==> src/rtl/mult_issue_stage_pkg.sv <==
// mult_issue_stage_pkg: shared widths and sign/magnitude helpers for the multiply issue stage
package mult_issue_stage_pkg;
  localparam int W  = 32;
  localparam int PW = 2 * W;
  function automatic logic [W-1:0] mag(input logic [W-1:0] x, input logic s);
    return (s && x[W-1]) ? -x : x;
  endfunction
  function automatic logic [PW-1:0] cneg(input logic [PW-1:0] x, input logic n);
    return n ? -x : x;
  endfunction
endpackage

==> src/rtl/wallace32.sv <==
// wallace32: combinational 32x32 unsigned multiplier built from a carry-save (Wallace) reduction tree
module wallace32 (
  input  logic [31:0] a,
  input  logic [31:0] b,
  output logic [63:0] p
);
  logic [63:0] r [33];
  logic [63:0] t [22];
  // partial products, eight levels of 3:2 compression (32->22->15->10->7->5->4->3->2), final add
  always_comb begin
    for (int i = 0; i < 32; i++) r[i] = b[i] ? (64'(a) << i) : '0;
    r[32] = '0;
    for (int l = 0; l < 8; l++) begin
      for (int g = 0; g < 11; g++) begin
        t[2*g]   = r[3*g] ^ r[3*g+1] ^ r[3*g+2];
        t[2*g+1] = ((r[3*g] & r[3*g+1]) | (r[3*g] & r[3*g+2]) | (r[3*g+1] & r[3*g+2])) << 1;
      end
      for (int i = 0; i < 22; i++) r[i] = t[i];
      for (int i = 22; i < 33; i++) r[i] = '0;
    end
    p = r[0] + r[1];
  end
endmodule

==> src/rtl/mult_issue_stage.sv <==
// mult_issue_stage: two-stage signed/unsigned multiply wrapper with valid/ready on both sides
module mult_issue_stage
  import mult_issue_stage_pkg::*;
#(
  parameter int WIDTH = W
) (
  input  logic             clk,
  input  logic             reset,
  input  logic             in_valid,
  output logic             in_ready,
  input  logic [WIDTH-1:0] in_a,
  input  logic [WIDTH-1:0] in_b,
  input  logic             in_signed,
  output logic             out_valid,
  input  logic             out_ready,
  output logic [WIDTH-1:0] out_hi,
  output logic [WIDTH-1:0] out_lo,
  output logic             out_ovf
);
  logic          advance;
  logic          s1_valid, s1_neg, s1_signed, s2_valid, ovf;
  logic [W-1:0]  s1_mag_a, s1_mag_b;
  logic [PW-1:0] core_prod, prod;
  wallace32 u_core (
    .a (s1_mag_a),
    .b (s1_mag_b),
    .p (core_prod)
  );
  // whole pipe moves unless a result is waiting on a stalled consumer; sign is restored after the core
  always_comb begin
    advance   = !s2_valid || out_ready;
    in_ready  = advance;
    out_valid = s2_valid;
    prod      = cneg(core_prod, s1_neg);
    ovf       = s1_signed ? (prod[PW-1:W] != {W{prod[W-1]}}) : (prod[PW-1:W] != '0);
  end
  // stage-1 occupancy; reset drops anything in flight
  always_ff @(posedge clk or posedge reset) begin
    if (reset) s1_valid <= 1'b0;
    else if (advance) s1_valid <= in_valid;
  end
  // stage-1 operands as magnitudes plus result sign, captured only on an accepted input
  always_ff @(posedge clk) begin
    if (advance && in_valid) begin
      s1_mag_a  <= mag(in_a, in_signed);
      s1_mag_b  <= mag(in_b, in_signed);
      s1_neg    <= in_signed && (in_a[W-1] ^ in_b[W-1]);
      s1_signed <= in_signed;
    end
  end
  // stage-2 result register feeding the outputs directly
  always_ff @(posedge clk or posedge reset) begin
    if (reset) begin
      s2_valid <= 1'b0;
      out_hi   <= '0;
      out_lo   <= '0;
      out_ovf  <= 1'b0;
    end else if (advance) begin
      s2_valid <= s1_valid;
      if (s1_valid) begin
        out_hi  <= prod[PW-1:W];
        out_lo  <= prod[W-1:0];
        out_ovf <= ovf;
      end
    end
  end
endmodule
==> config.mk <==
export PLATFORM = sky130hd
export DESIGN_NAME = mult_issue_stage
export DESIGN_NICKNAME = d
export VERILOG_FILES = /design/src/rtl/mult_issue_stage_pkg.sv /design/src/rtl/wallace32.sv /design/src/rtl/mult_issue_stage.sv
export SDC_FILE = /design/constraint.sdc
export NUM_CORES = 2
export LEC_CHECK = 0
export BUFFER_PORTS_ARGS = -buffer_cell sky130_fd_sc_hd__buf_2
export CORE_ASPECT_RATIO = 0.7
export CORE_MARGIN = 3
export CORE_UTILIZATION = 60
export DETAILED_ROUTE_END_ITERATION = 8
export PLACE_DENSITY = 0.78
export RECOVER_POWER = 50
export SYNTH_ARGS = -nofsm -noshare
export SYNTH_HDL_FRONTEND = slang
export SYNTH_HIERARCHICAL = 1
export SYNTH_SLANG_ARGS = --single-unit
==> constraint.sdc <==
create_clock -name clk -period 9.2 [get_ports clk]
set_input_delay 0.92 -clock clk [delete_from_list [all_inputs] [get_ports clk]]
set_output_delay 0.92 -clock clk [all_outputs]
set_load 0.01 [all_outputs]
==> results.toml <==
[detailed_routing]
num_vias = 33000
drt-pass1-iter-count = 8
viasPerCell = 5.704
dr.first_iter.drc_count = 2996
ant_nets = 0
drt-total-wl_um = 118900
drc = 0
wl_per_cell_um = 20.55

[grt]
grt_overflow = 0
antenna_found_initial = 12
grt_pass1_wl_um = 190300
track_usage_pct = 34.08
grt_pass1_vias = 34790
grt_max_degree = 120

[timing]
final-hold-violation-count = 0
finalCritPeriodShare_pct = 104.4
fin_setup_tns_ns = -0.4031
max_freq_mhz = 104.1
worst_slack_ns = -0.4031
maxSlewViolCount = 155
setup_viol = 1
relSlewSlack_pct = -208.6
worstMarginPinSlew_ns = 4.629
fin_crit_ns = 9.603
clock-skew-final_ns = 0.01356
rsz0062_at_grt = "yes"

[logic_synthesis]
synth_compound_area_share_pct = 5.892
ys_warn_count = 6
ys_types = 89
synth_mux_area_share_pct = 0.2095
yosysTopAreaCell = "fa_1"
synth-async-reset-ratio_pct = 50.38
ys_seq_elements = 133
synth_top_family_by_area = "adder cells"
ys.flop_type = "dfrtp_1"
synth_edf_count = 66
avgSynthCellArea_um2 = 9.310
synth.top_cell.area_share_pct = 44.05
synthXorXnorAreaFrac_pct = 3.752
syn_nets = 5684
netlist_top_cells_area = "fa_1, and2_1, ha_1"
synth_simple_gate_area_share_pct = 18.61
synth_adder_area_share_pct = 52.58
synthCells = 4427
syn-cell-area_mm2 = 0.04122
ys_seq_area_share_pct = 8.876

[finish]
fillCellCount = 4838
multi_input_area_mm2 = 0.03407
final_nets = 6130
drive_above_1_share_pct = 15.98
synthToLayoutAreaGrowth_pct = 16.83
fin_cells = 5786
regArea_mm2 = 0.003659

[floorplan]
fp.dieArea_mm2 = 0.07193
initial_core_util_pct = 61.32
die_w_um = 319.3
row_count = 79
boundaryPins = 136
core-area_mm2 = 0.06721
die-height_um = 225.3

[cts]
insertion_delay_ns = 0.48
numClockSinks = 133
cts_tree = "built"
clk_pin_slew_ns = 0.07
cts_hold_buf = 0
cts_buffers = 17
clk_path_buf_depth = 2
cts_root_buf = "clkbuf_16"
h-tree-depth = 4

[critical_path]
crit_required_ns = 9.54
slowest_stage = "fa_1"
worstSetupPathType = "flop to flop"
crit_fanout = 7
crit_path_frequent_cell = "fa_1"
start_kind = "flop"
cp-end-kind = "flop"
arrival_ns = 9.94
max_stage_delay_ns = 0.64

[job]
cap_violations = 3

[outcome]
violations = "capacitance limit, slew limit, setup timing"
outcome = "complete, but fails checks"

[hold_path]
hp-class = "flop to flop"

[placement]
gp_congestion = 0.9814
dpl.hpwl_um = 98990
port_buffers = 135
dp_cells = 5714
## routing by layer
| metal | GRT usage [%] | routed length (µm) | up-vias |
|---|---|---|---|
| li1 | - | - | 14270 |
| met1 | 48.06 | 47460 | 16670 |
| met2 | 53.04 | 54160 | 1799 |
| met3 | 8.026 | 13360 | 268 |
| met4 | 10.41 | 3909 | 2 |
| met5 | 0 | 13 | - |
## per-stage QoR
| step | cell area, µm² | hold slack [ns] | util (%) | setup slack, ns |
|---|---|---|---|---|
| after floorplan | 41220 | 0.4667 | - | 0.05263 |
| after global placement | 46660 | 0.4552 | 69.42 | -0.3139 |
| after detailed placement | 46660 | 0.4650 | 69.42 | -0.4468 |
| after CTS | 47570 | 0.4797 | 70.78 | -0.3204 |
| after global routing | 48150 | 0.5134 | 71.64 | -0.6437 |
| final | 48150 | 0.4791 | 71.64 | -0.4031 |
## logic make-up after synthesis
family / after synthesis
buffers and inverters: 1100
adder cells (fa/ha/maj): 1188
AO/OA/AOI/OAI: 378
multiplexers: 8
XOR/XNOR: 174
AND/OR/NAND/NOR: 1446
flip-flops: 133
## synth_stat cells, types with 4 or more instances
cell type and instances:
nor2b_1 5, o41ai_1 14, nor3_1 27, edfxtp_1 66, a21boi_0 4, a221oi_1 4, a21boi_1 4, dfrtp_1 67
nor4_1 15, a31oi_1 8, o21bai_1 18, or3_1 20, mux2_2 5, o31ai_1 31, o21a_1 4, nand3_1 18
nor2_1 77, and2_1 673, a21o_1 29, o21ai_1 6, xor2_1 98, xnor2_1 73, or4_1 19, buf_2 11
o211ai_1 4, nand2b_1 12, and3_1 7, o31ai_2 4, a211oi_1 4, a21oi_1 96, ha_1 281, fa_1 907
nand2_1 513, o21ai_0 118, inv_1 856, clkbuf_1 228, nand4_1 26
## flip-flops by register name (all words and copies together) (netlist names)
| signal | cells |
|---|---|
| s1_mag_a | 32 |
| s1_neg | 1 |
| s1_mag_b | 32 |
| s1_signed | 1 |
| s1_valid | 1 |
| out_ovf | 1 |
| out_hi | 32 |
| out_lo | 32 |
| out_valid | 1 |
## final timing paths
kind	start	to	slack (ns)	depth (start not counted)
setup / recovery	s1_mag_a[8]	out_ovf	-0.40	33
hold / removal	out_lo[31]	out_lo[31]	0.48	2
setup reg to reg	s1_mag_a[8]	out_ovf	-0.40	33
hold reg to reg	out_lo[31]	out_lo[31]	0.48	2
max in group asynchronous	reset	out_hi[23]	5.33	3
min in group asynchronous	reset	out_lo[16]	1.83	3
## placed cells by master (no fill, tap or decap), types with 66 or more instances in the layout
master,count
buf_2,66
xnor2_1,72
clkbuf_1,72
xor2_1,98
fa_1,893
o21ai_0,108
nand2_1,509
ha_1,261
a21oi_1,79
buf_4,460
inv_1,852
dfrtp_1,67
edfxtp_1,66
nor2_1,73
and2_1,669
## cell type report
type,instances,share of cell area [%]
antenna,9,0.04677
clock buffer,18,0.8913
clock inverter,14,0.3456
inverter,856,6.673
multi-input combinational,3194,70.74
sequential,133,7.598
tap,891,2.315
timing repair buffer,671,11.39
## worst max-delay path: cells and delay by family, from the launching register on
family,cells,cell delay [ns]
AO/OA/AOI/OAI,7,1.56
XOR/XNOR,2,0.35
AND/OR/NAND/NOR,9,2.29
buffers and inverters,6,0.72
adder cells (fa/ha/maj),9,4.06
flip-flops,1,0.49
## repair_timing
action	4_1_cts	5_1_grt
cloned	2	0
setup endpoints to repair	1	17
buffers inserted	9	20
gates resized for setup	31	102
pin swaps	27	67
Power is not shown: default switching activity piles up to over one toggle a cycle in this logic, so the estimate is an artifact.
